<file path="config.mk">
export PLATFORM = sky130hd
export DESIGN_NAME = dct_transpose_buf
export DESIGN_NICKNAME = d
export VERILOG_FILES = /design/src/rtl/dct_pkg.sv /design/src/rtl/dct_tbuf_bank.sv /design/src/rtl/dct_transpose_buf.sv
export SDC_FILE = /design/constraint.sdc
export NUM_CORES = 1
export LEC_CHECK = 0
export ABC_CLOCK_PERIOD_IN_PS = 28000
export CAP_MARGIN = 0
export CORE_AREA = 2 2 263 265
export DETAILED_ROUTE_END_ITERATION = 7
export DIE_AREA = 0 0 265 267
export GPL_TIMING_DRIVEN = 0
export PLACE_DENSITY_LB_ADDON = 0.3
export SETUP_SLACK_MARGIN = 0.15
export SLEW_MARGIN = 20
export SYNTH_ARGS = -nofsm -noshare
export SYNTH_HDL_FRONTEND = slang
export SYNTH_SLANG_ARGS = --single-unit
</file>
<file path="constraint.sdc">
create_clock -name i_clk -period 28 [get_ports i_clk]
set_input_delay 5.6 -clock i_clk [delete_from_list [all_inputs] [get_ports i_clk]]
set_output_delay 5.6 -clock i_clk [all_outputs]
set_load 0.05 [all_outputs]
</file>
<file path="src/rtl/dct_pkg.sv">
// Shared definitions for the row DCT, column DCT and the transpose buffer between them.
package dct_pkg;
    localparam int DCT_N  = 8;
    localparam int COEF_W = 12;
    localparam int IDX_W  = 3;

    typedef logic signed [COEF_W-1:0] coef_t;

    typedef enum logic {
        ST_IDLE = 1'b0,
        ST_READ = 1'b1
    } rd_state_t;
endpackage

</file>
<file path="src/rtl/dct_tbuf_bank.sv">
// One 8x8 coefficient bank: whole rows are written, whole columns are read combinationally.
module dct_tbuf_bank
    import dct_pkg::*;
(
    input  logic                      i_clk,
    input  logic                      i_we,
    input  logic [IDX_W-1:0]          i_wr_row,
    input  logic [DCT_N*COEF_W-1:0]   i_wr_data,
    input  logic [IDX_W-1:0]          i_rd_col,
    output logic [DCT_N*COEF_W-1:0]   o_rd_data
);
    // Indexed [row][col]; contents survive reset since a stale block is never read out.
    coef_t mem [DCT_N][DCT_N];

    always_ff @(posedge i_clk) begin
        if (i_we) begin
            for (int k = 0; k < DCT_N; k++) begin
                mem[i_wr_row][k] <= i_wr_data[k*COEF_W +: COEF_W];
            end
        end
    end

    generate
        for (genvar gi = 0; gi < DCT_N; gi++) begin : g_rd
            assign o_rd_data[gi*COEF_W +: COEF_W] = mem[gi][i_rd_col];
        end
    endgenerate
endmodule

</file>
<file path="src/rtl/dct_transpose_buf.sv">
// Row-in / column-out transpose buffer between the 1-D DCT passes.
// Define TRANSPOSE_PINGPONG_EN for two banks (1 block / 8 cycles); otherwise one bank.
module dct_transpose_buf
    import dct_pkg::*;
(
    input  logic                     i_clk,
    input  logic                     i_rst,
    input  logic                     i_valid,
    input  logic signed [COEF_W-1:0] i_data0,
    input  logic signed [COEF_W-1:0] i_data1,
    input  logic signed [COEF_W-1:0] i_data2,
    input  logic signed [COEF_W-1:0] i_data3,
    input  logic signed [COEF_W-1:0] i_data4,
    input  logic signed [COEF_W-1:0] i_data5,
    input  logic signed [COEF_W-1:0] i_data6,
    input  logic signed [COEF_W-1:0] i_data7,
    output logic                     o_ready,
    output logic                     o_valid,
    output logic signed [COEF_W-1:0] o_data0,
    output logic signed [COEF_W-1:0] o_data1,
    output logic signed [COEF_W-1:0] o_data2,
    output logic signed [COEF_W-1:0] o_data3,
    output logic signed [COEF_W-1:0] o_data4,
    output logic signed [COEF_W-1:0] o_data5,
    output logic signed [COEF_W-1:0] o_data6,
    output logic signed [COEF_W-1:0] o_data7,
    output logic [IDX_W-1:0]         o_col,
    output logic                     o_sob,
    output logic                     o_drop
);
    localparam int ROW_W = DCT_N * COEF_W;

    logic [ROW_W-1:0] wr_data, rd_data, o_data_q, o_data_d;
    logic [IDX_W-1:0] wr_row_q, wr_row_d, col_q, col_d, o_col_q, o_col_d;
    logic             wr_bank_q, wr_bank_d, rd_bank_q, rd_bank_d;
    logic [1:0]       full_q, full_d;
    rd_state_t        state_q, state_d;
    logic             o_valid_q, o_valid_d, o_sob_q, o_sob_d, drop_q, drop_d;
    logic             accept;

    assign wr_data = {i_data7, i_data6, i_data5, i_data4, i_data3, i_data2, i_data1, i_data0};
    assign o_ready = !full_q[wr_bank_q];
    assign accept  = i_valid && o_ready;

`ifdef TRANSPOSE_PINGPONG_EN
    logic [ROW_W-1:0] bank_rd [2];

    generate
        for (genvar gi = 0; gi < 2; gi++) begin : g_bank
            dct_tbuf_bank u_bank (
                .i_clk     (i_clk),
                .i_we      (accept && (wr_bank_q == 1'(gi))),
                .i_wr_row  (wr_row_q),
                .i_wr_data (wr_data),
                .i_rd_col  (col_q),
                .o_rd_data (bank_rd[gi])
            );
        end
    endgenerate

    assign rd_data = bank_rd[rd_bank_q];
`else
    dct_tbuf_bank u_bank (
        .i_clk     (i_clk),
        .i_we      (accept),
        .i_wr_row  (wr_row_q),
        .i_wr_data (wr_data),
        .i_rd_col  (col_q),
        .o_rd_data (rd_data)
    );
`endif

    always_comb begin
        wr_row_d  = wr_row_q;
        wr_bank_d = wr_bank_q;
        full_d    = full_q;
        drop_d    = drop_q | (i_valid & ~o_ready);
        state_d   = state_q;
        col_d     = col_q;
        rd_bank_d = rd_bank_q;
        o_valid_d = 1'b0;
        o_sob_d   = 1'b0;
        o_col_d   = o_col_q;
        o_data_d  = o_data_q;

        if (accept) begin
            wr_row_d = wr_row_q + IDX_W'(1);
            if (wr_row_q == IDX_W'(DCT_N - 1)) begin
                full_d[wr_bank_q] = 1'b1;
`ifdef TRANSPOSE_PINGPONG_EN
                wr_bank_d = ~wr_bank_q;
`endif
            end
        end

        // The read side looks at full_d so col 0 is registered one edge after row 7 lands.
        case (state_q)
            ST_IDLE: begin
                if (full_d != 2'b00) begin
                    state_d   = ST_READ;
                    col_d     = '0;
                    rd_bank_d = !full_d[0];
                end
            end
            ST_READ: begin
                o_valid_d = 1'b1;
                o_sob_d   = (col_q == '0);
                o_col_d   = col_q;
                o_data_d  = rd_data;
                col_d     = col_q + IDX_W'(1);
                if (col_q == IDX_W'(DCT_N - 1)) begin
                    full_d[rd_bank_q] = 1'b0;
                    if (full_d[~rd_bank_q]) begin
                        col_d     = '0;
                        rd_bank_d = ~rd_bank_q;
                    end else begin
                        state_d = ST_IDLE;
                    end
                end
            end
            default: state_d = ST_IDLE;
        endcase
    end

    always_ff @(posedge i_clk) begin
        if (!i_rst) begin
            wr_row_q  <= '0;
            wr_bank_q <= 1'b0;
            full_q    <= 2'b00;
            drop_q    <= 1'b0;
            state_q   <= ST_IDLE;
            col_q     <= '0;
            rd_bank_q <= 1'b0;
            o_valid_q <= 1'b0;
            o_sob_q   <= 1'b0;
            o_col_q   <= '0;
            o_data_q  <= '0;
        end else begin
            wr_row_q  <= wr_row_d;
            wr_bank_q <= wr_bank_d;
            full_q    <= full_d;
            drop_q    <= drop_d;
            state_q   <= state_d;
            col_q     <= col_d;
            rd_bank_q <= rd_bank_d;
            o_valid_q <= o_valid_d;
            o_sob_q   <= o_sob_d;
            o_col_q   <= o_col_d;
            o_data_q  <= o_data_d;
        end
    end

    assign o_valid = o_valid_q;
    assign o_sob   = o_sob_q;
    assign o_col   = o_col_q;
    assign o_drop  = drop_q;
    assign o_data0 = o_data_q[0*COEF_W +: COEF_W];
    assign o_data1 = o_data_q[1*COEF_W +: COEF_W];
    assign o_data2 = o_data_q[2*COEF_W +: COEF_W];
    assign o_data3 = o_data_q[3*COEF_W +: COEF_W];
    assign o_data4 = o_data_q[4*COEF_W +: COEF_W];
    assign o_data5 = o_data_q[5*COEF_W +: COEF_W];
    assign o_data6 = o_data_q[6*COEF_W +: COEF_W];
    assign o_data7 = o_data_q[7*COEF_W +: COEF_W];
endmodule

</file>
# == After elaboration in Yosys (flattened, before gate mapping) ==
# Memories as Yosys holds them, arrays and structs flattened.
# Cells that the tools add are included.
# totals
reg_bits,112
mem_bits_rw,768
input_bits,99
out_inout_bits,103
elab_cells,84
mem_count,1
# op_classes
addsub,2
order_cmp,4
eq_ne,5
muxes,47
bitwise,7
n_reduce_logical,8
# mem_list
name,depth,width,read_ports,rd_clocked_by_memory_dff,wr,line,rtl
u_bank.mem,8,96,8,0,1,dct_tbuf_bank.sv:13,coef_t mem [DCT_N][DCT_N];
# op_table
operator,count
binary-select mux 12 bit (select 3 bit),8
two-way mux 12 bit,16
two-way mux 1 bit,14
two-way mux 3 bit,3
adder 3 x 1 -> 3 bit (second input constant),2
equality test 3 bit (second input constant),2
case mux 3 bit (2 select lines),1
>= comparator 4 bit (second input constant),1
< comparator 1 x 2 -> 1 bit (second input constant),2
two-way mux 2 bit,2
inequality test 2 x 1 -> 1 bit (second input constant),2
NOT 3 -> 4 bit,1
case mux 1 bit (2 select lines),2
logical NOT 3 bit,1
AND reduction 3 bit,1
bitwise AND 2 bit,1
logical AND 1 bit,2
logical NOT 1 bit,2
inequality test 2 bit (second input constant),1
NOT 1 bit,2
NOT 2 bit,1
AND reduction 2 bit,1
nonzero test 2 bit,1
bitwise AND 1 bit,1
3 further kinds,3

# == Depth between registers and ports, before layout ==
# Gate-level depths: netlist (run 1).
# depth
depth_word,11
depth_mapped,7
depth_no_buf,5

# == Cells and area by module ==
# Synthesis (run 1) repeated with hierarchy kept, for this count alone.
# hier_totals
hier_cells,1502
area_unflattened_um2,33206.8
# modules_own_cells
mod,n_inst,cells_each,area_each_um2,seq_area_each_um2
dct_tbuf_bank,1,1123,28884.0,23062.1
dct_transpose_buf,1,379,4322.9,2242.2

# == Least setup slack after synthesis (run 1) ==
# OpenSTA, ideal clock, no wires.
# synth_timing
path_type,input to register
start,input port i_valid
end,memory u_bank.mem[0][0] (netlist name) (enable)
setup_time_ps,668
arrival_ps,12569
required_time_ps,27332
slack_ps,14763
path_stages,4
path_buffers,1
cell_sequence,nor2b_1 > clkbuf_1 > nand2b_1 > nor3_1
# synth_between
elab_chain_len,3
# synth_rtl
element,line,rtl
from (decl),dct_transpose_buf.sv:8,"input logic i_valid,"
logical AND 1 bit,dct_transpose_buf.sv:43,assign accept = i_valid && o_ready;
two-way mux 1 bit,dct_tbuf_bank.sv:16,if (i_we) begin
two-way mux 1 bit (implied by the code),dct_tbuf_bank.sv:18,mem[i_wr_row][k] <= i_wr_data[k*COEF_W +: COEF_W];
to (decl),dct_tbuf_bank.sv:13,
# Every way passes these cells.

# == Worst setup path after layout (run 1) ==
# layout_timing
start,input port i_valid
end,memory u_bank.mem[0][45] (netlist name) (enable)
# The elaborated chain is that of the path after synthesis.

==> results of run 1 <==
-- layout make-up --
| class | instances | area (sq um) | area share |
|---|---|---|---|
| well taps | 882 | 1100 | 0.0278 |
| flip-flops and latches | 880 | 25300 | 0.639 |
| inverters | 4 | 15.0 | 0.000379 |
| repair buffers | 245 | 2710 | 0.0683 |
| clock buffers | 109 | 2270 | 0.0572 |
| clock inverters | 43 | 566 | 0.0143 |
| multi-input cells | 734 | 7190 | 0.182 |
| plain buffers | 99 | 477 | 0.0120 |
-- state kept, by name (all words and copies together), names as in the netlist --
| signal | count |
|---|---|
| u_bank.mem | 768 |
| o_data_q | 96 |
| col_q | 3 |
| o_col | 3 |
| wr_row_q | 3 |
| full_q | 2 |
| o_drop | 1 |
| o_sob | 1 |
| o_valid | 1 |
| rd_bank_q | 1 |
| state_q | 1 |
-- path summary, 6_finish.rpt --
path                                       to  cells after the start
setup reg to reg  u_bank.mem[0][45]$_DFFE_PP_                      8
setup / recovery  u_bank.mem[0][45]$_DFFE_PP_                      9
hold reg to reg             o_drop$_SDFF_PN0_                      2
hold / removal              o_drop$_SDFF_PN0_                      2
-- synth_stat cells --
library cell    n
o22ai_1        96
xor2_1          1
o211a_1         1
nor2b_1       176
nor3_1          2
a21oi_1         3
nand3b_1        2
clkbuf_2        1
o221a_2         1
buf_6           8
and2_1         25
o31a_1         96
a22o_1          1
mux4_2         96
mux2i_1       196
inv_1           4
buf_2          35
ha_1            5
nand2_1         8
a21boi_0        3
edfxtp_1      768
nor2_1          9
a211oi_1        1
o2bb2ai_1       2
or3b_2          1
clkbuf_1       52
dfxtp_1       112
a31oi_1         1
buf_1           3
and3_1          2
nand3_1         1
o21ai_0         1
nand2b_1        4
-- critical path, cell delays in order --
cell and delay [ns]:
clkdlybuf4s50_1 0.52, nor2b_1 0.15, clkbuf_1 0.29, nand2b_1 0.30, nor3_2 0.56, buf_6 0.24, buf_4 0.22, buf_4 0.23
buf_4 0.23
-- per-layer routing --
| metal | wire length (microns) | vias up | track usage | part of all wire |
|---|---|---|---|---|
| met5 | 45 | - | 0 | 0.00048 |
| met4 | 4120 | 6 | 0.116 | 0.044 |
| met3 | 9190 | 217 | 0.0587 | 0.098 |
| met2 | 44700 | 1093 | 0.421 | 0.47 |
| met1 | 36200 | 9286 | 0.358 | 0.38 |
| li1 | - | 7505 | - | - |
-- cell families (layout without fill, tap and decap cells) --
kind of cell | count (synthesis) | in the layout
AO/OA/AOI/OAI | 206 | 206
AND/OR/NAND/NOR | 230 | 230
adder cells (fa/ha/maj) | 5 | 5
buffers and inverters | 103 | 500
XOR/XNOR | 1 | 1
flip-flops | 880 | 880
multiplexers | 292 | 292
-- where the power goes --
| group | internal, mW | switching, mW |
|---|---|---|
| logic | 0.0270 | 0.0486 |
| registers | 1.45 | 0.00645 |
| clock network | 0.700 | 0.473 |
| total | 2.18 | 0.528 |
-- stage by stage --
stage	hold WS, ns	utilization	std cells	instance area (sq um)
2_1_floorplan	0.434	-	1717	32900
3_3_place_gp	0.443	0.530	2799	36000
3_5_place_dp	0.489	0.541	2844	36800
4_1_cts	0.503	0.583	2996	39600
5_1_grt	0.535	0.583	2996	39600
6_report	0.504	0.583	2996	39600
==> impl_metrics.csv, run 1 <==
group,metric,value,unit
setup_path,start_kind,"primary input",
cts,clk_latency,0.64,ns
cts,cts-root-buf,"clkbuf_16",
synth,synth.area.top_cells,"edfxtp_1 70%, dfxtp_1 6.8%, mux4_2 6.6%",
routing,via_per_inst,6.04,
timing,worst_slack,19.94,ns
cts,post_cts_buffers,0,
synth,seq_area_frac_synth,0.768,
synth,synth_top_family_by_area,"multiplexers",
setup_path,r2r_setup_slack,25.14,ns
timing,min_period,8.06,ns
cts,htreeDepth,3,
synth,post_synth.cell_area_avg,19.2,sq um
synth,netlist_area,32900,sq um
placement,place.gp.congestion,0.890,
synth,ys_types,33,
synth,synth_fp_nets,1821,
final_layout,fin_nets,2151,
timing,fin_setup_tns,0,ns
final_layout,layout_common_cells,"768 x edfxtp_1, 200 x clkdlybuf4s50_1, 196 x mux2i_1",
min_path,hp-start,"o_drop$_SDFF_PN0_",
timing,final_max_slew_viol_count,0,
placement,dp_slack,19.40,ns
setup_path,arrival,8.36,ns
synth,synthMuxAreaShare,0.125,
floorplan,fp.dieArea,70800,sq um
synth,yosys.area.top_type,"edfxtp_1",
routing,drc,0,
routing,postRouteAntennaNets,0,
timing,slew_headroom,0.232,
cts,cts_resized,0,
flow_run,drv_cap,0,
pwr,powerDensity,68.4,nW/um^2
synth,yosys.area_share.adder,0.00190,
timing,hold_viol,0,
placement,hpwlAfterDp,66700,microns
timing,finClkSkew,0.0265,ns
synth,yosysWarnings,0,
final_layout,final_common_cell,"edfxtp_1",
setup_path,critical_path_class,"in -> reg",
cts,cts.clk_slew.worst_paths,0.06,ns
floorplan,start_util,0.484,
cts,hold_buffers,0,
pwr,ir_drop,0.0447,mV
setup_path,cp.required,28.31,ns
setup_path,end_kind,"flop",
floorplan,fp.dieH,267,microns
floorplan,design.core.area,68000,sq um
synth,post_synth_and_or_nand_nor_area_fraction,0.0424,
timing,rsz0062_at_grt,"no",
setup_path,crit_path_start,"i_valid",
routing,wire_per_inst,31.4,microns
routing,drtIter0Drc,2663,
timing,worst_slew_pin_slew,1.15,ns
placement,port_buffers,200,
pwr,power,2.71,mW
cts,clock-sinks,880,
global_route,overflow,0,
global_route,grtUsageTotal,0.266,
timing,final.period_utilization,0.288,
setup_path,r2r_start,"full_q[0]$_SDFF_PN0_",
synth,synthXorXnorAreaFrac,0.000266,
routing,drt_wl_total,94200,microns
final_layout,layout-drive-gt1-share,0.150,
timing,fmax,0.124,GHz
cts,cts_buffers,83,
synth,synth_top_area_frac,0.700,
global_route,grt_pass1_vias,17693,
cts,cts_tree,"yes",
synth,synth_compound_area_frac,0.0469,
setup_path,critPathMaxFanout,10,
global_route,grt_pass1_wl,130000,microns
timing,setup_viol,0,
final_layout,diodes,0,
floorplan,die_w,265,microns
final_layout,area_growth,20.3,%
routing,first_pass_iters,6,
min_path,hp-class,"reg -> reg",
final_layout,fillerInstances,4985,
run_status,status,"finished, final reports clean",
global_route,antenna_found_initial,2,
floorplan,rows,96,
floorplan,ios,202,
synth,synth_seq_cells,880,
global_route,grt_max_degree,29,
routing,num_vias,18107,
synth,syn_inst,1717,
pwr,power_leakage,12.5,nW
cts,cts_max_path_buffers,3,
Note: power is estimated with default switching activity, not from simulation.
==> run 2: changes to the inputs <==
--- a/config.mk
+++ b/config.mk
@@ -5,7 +5,7 @@
 export SDC_FILE = /design/constraint.sdc
 export NUM_CORES = 1
 export LEC_CHECK = 0
-export ABC_CLOCK_PERIOD_IN_PS = 28000
+export ABC_CLOCK_PERIOD_IN_PS = 6800
 export CAP_MARGIN = 0
 export CORE_AREA = 2 2 263 265
 export DETAILED_ROUTE_END_ITERATION = 7
==> constraint.sdc (replaced) <==
create_clock -name i_clk -period 6.8 [get_ports i_clk]
set_input_delay 1.36 -clock i_clk [delete_from_list [all_inputs] [get_ports i_clk]]
set_output_delay 1.36 -clock i_clk [all_outputs]
set_load 0.05 [all_outputs]
==> run 2 against run 1 <==
Effect of this change:
- sequential power increased to 4.1 times the previous value
- clock power increased to 4.1 times the previous value
- highest routed layer unchanged
- register-to-register slack got worse by 21 ns
- final cell count decreased by 0.10%
- worst setup slack got worse by 17 ns
- largest cell class unchanged
- non-clock buffer count decreased by 9
- critical path depth decreased by 1
==> impl_metrics.csv, run 2 (synthesized netlist as in run 1, its figures left out) <==
group,metric,value,unit
min_path,min_path_cells,2,
pwr,power_frac_seq,0.541,
final_layout,largest_reg_flops,768,
timing,min_period,3.67,ns
global_route,overflow,0,
setup_path,end_kind,"flop",
cts,cts-root-buf,"clkbuf_16",
final_layout,area_growth,20.5,%
final_layout,regMostFlops,"u_bank.mem",
cts,clk_latency,0.65,ns
pwr,p_sw,2.22,mW
timing,slew_headroom,0.243,
placement,dpl.cell_count,2835,
floorplan,die_w,265,microns
timing,setup_viol,0,
timing,holdWs,0.481,ns
pwr,intPower,8.90,mW
pwr,powerDensity,280,nW/um^2
pwr,power.share.clock,0.431,
final_layout,fin_nets,2143,
cts,htreeDepth,3,
timing,finClkSkew,0.0316,ns
floorplan,ios,202,
floorplan,fp.dieArea,70800,sq um
cts,cts_max_path_buffers,3,
timing,final.period_utilization,0.540,
routing,num_vias,18185,
timing,fin_setup_tns,0,ns
timing,rsz0062_at_grt,"no",
pwr,switching_share,0.200,
final_layout,layout_common_cells,"768 x edfxtp_1, 200 x clkdlybuf4s50_1, 196 x mux2i_1",
routing,drt_wl_total,94700,microns
final_layout,fillerInstances,4958,
setup_path,reg2reg_depth,7,
placement,hpwlAfterDp,66700,microns
timing,worst_slew_pin_slew,1.14,ns
setup_path,r2r_setup_slack,4.01,ns
routing,drc,0,
routing,drtIter0Drc,2713,
setup_path,critical_path_class,"in -> reg",
setup_path,critPathMaxFanout,13,
global_route,grtUsageTotal,0.268,
setup_path,arrival,4.00,ns
floorplan,start_util,0.484,
placement,place.gp.congestion,0.906,
pwr,p_comb_frac,0.028,
floorplan,design.core.area,68000,sq um
pwr,ir_drop,0.187,mV
cts,cts_buffers,84,
timing,hold_viol,0,
pwr,power_leakage,12.5,nW
global_route,grt_pass1_vias,17990,
final_layout,final_cells,2993,
floorplan,fp.dieH,267,microns
final_layout,reg_top3,"u_bank.mem (768), o_data_q (96)",
global_route,grt_pass1_wl,132000,microns
cts,cts_resized,0,
routing,via_per_inst,6.08,
cts,cts.clk_slew.worst_paths,0.07,ns
final_layout,layout-drive-gt1-share,0.150,
routing,wire_per_inst,31.6,microns
routing,first_pass_iters,6,
final_layout,final_area,39700,sq um
placement,port_buffers,200,
routing,postRouteAntennaNets,0,
global_route,antenna_found_initial,7,
flow_run,drv_cap,0,
placement,place_area,36800,sq um
min_path,hp-class,"reg -> reg",
setup_path,cp.required,7.13,ns
final_layout,final_common_cell,"edfxtp_1",
global_route,grt_max_degree,29,
cts,clock-sinks,880,
final_layout,postLayoutCoreUtil,0.584,
run_status,status,"finished, final reports clean",
timing,final_max_slew_viol_count,0,
setup_path,start_kind,"primary input",
cts,cts_tree,"yes",
floorplan,rows,96,
cts,post_cts_buffers,0,
cts,hold_buffers,0,
timing,fmax,0.272,GHz
run 2: cell count changes in the layout (fill, tap and decap cells not counted), moves of 4 or more:
cell       delta
buf_4        -19
buf_8        +11
bufinv_16     -7
clkbuf_16     +5
clkbuf_8      +5
clkinv_1      -4
run 2: worst max-delay path: stages:
cell and delay [ns]:
clkdlybuf4s50_1 0.52, nor2b_1 0.14, clkbuf_1 0.27, nand2b_1 0.30, nor3_4 0.77, buf_6 0.26
buf_8 0.18, buf_8 0.18
run 2: worst paths after layout:
| kind | start | endpoint |
|---|---|---|
| min | full_q[1]$_SDFFE_PN0P_ | full_q[1]$_SDFFE_PN0P_ |
| min reg2reg | full_q[1]$_SDFFE_PN0P_ | full_q[1]$_SDFFE_PN0P_ |
| max reg2reg | col_q[0]$_SDFFE_PN0P_ | o_data_q[70]$_SDFFE_PN0P_ |
| max | i_valid | u_bank.mem[0][7]$_DFFE_PP_ |
run 2: cell type report:
cell class,count,area [sq um],area share
sequential,880,25300,0.638
multi-input combinational,734,7210,0.182
timing repair buffer,236,2730,0.0689
clock buffer,119,2460,0.0620
tap,882,1100,0.0278
buffer,99,477,0.0120
clock inverter,37,384,0.00968
inverter,4,15.0,0.000378
antenna,2,5.00,0.000126
run 2: through the flow:
step	setup slack [ns]	total power [mW]
floorplan	0.380	6.23
global placement	-2.48	6.42
detailed placement	2.49	6.45
CTS	3.16	11.2
global route	3.02	11.4
finish	3.13	11.1
run 2: routing by layer:
metal / share of wire / track usage / vias up / routed length [microns]
li1: - / - / 7502 / -
met1: 0.39 / 0.363 / 9341 / 36500
met2: 0.47 / 0.421 / 1135 / 44300
met3: 0.10 / 0.0573 / 203 / 9580
met5: 0.00026 / 0 / - / 25
met4: 0.046 / 0.122 / 4 / 4310
run 2: power groups by stage:
stage	clock (mW)	combinational (mW)	sequential (mW)
finish	4.79	0.316	6.02
global route	5.03	0.331	6.02
CTS	4.83	0.315	6.02
detailed placement	0	0.313	6.13
global placement	0	0.264	6.15
floorplan	0	0.0881	6.14
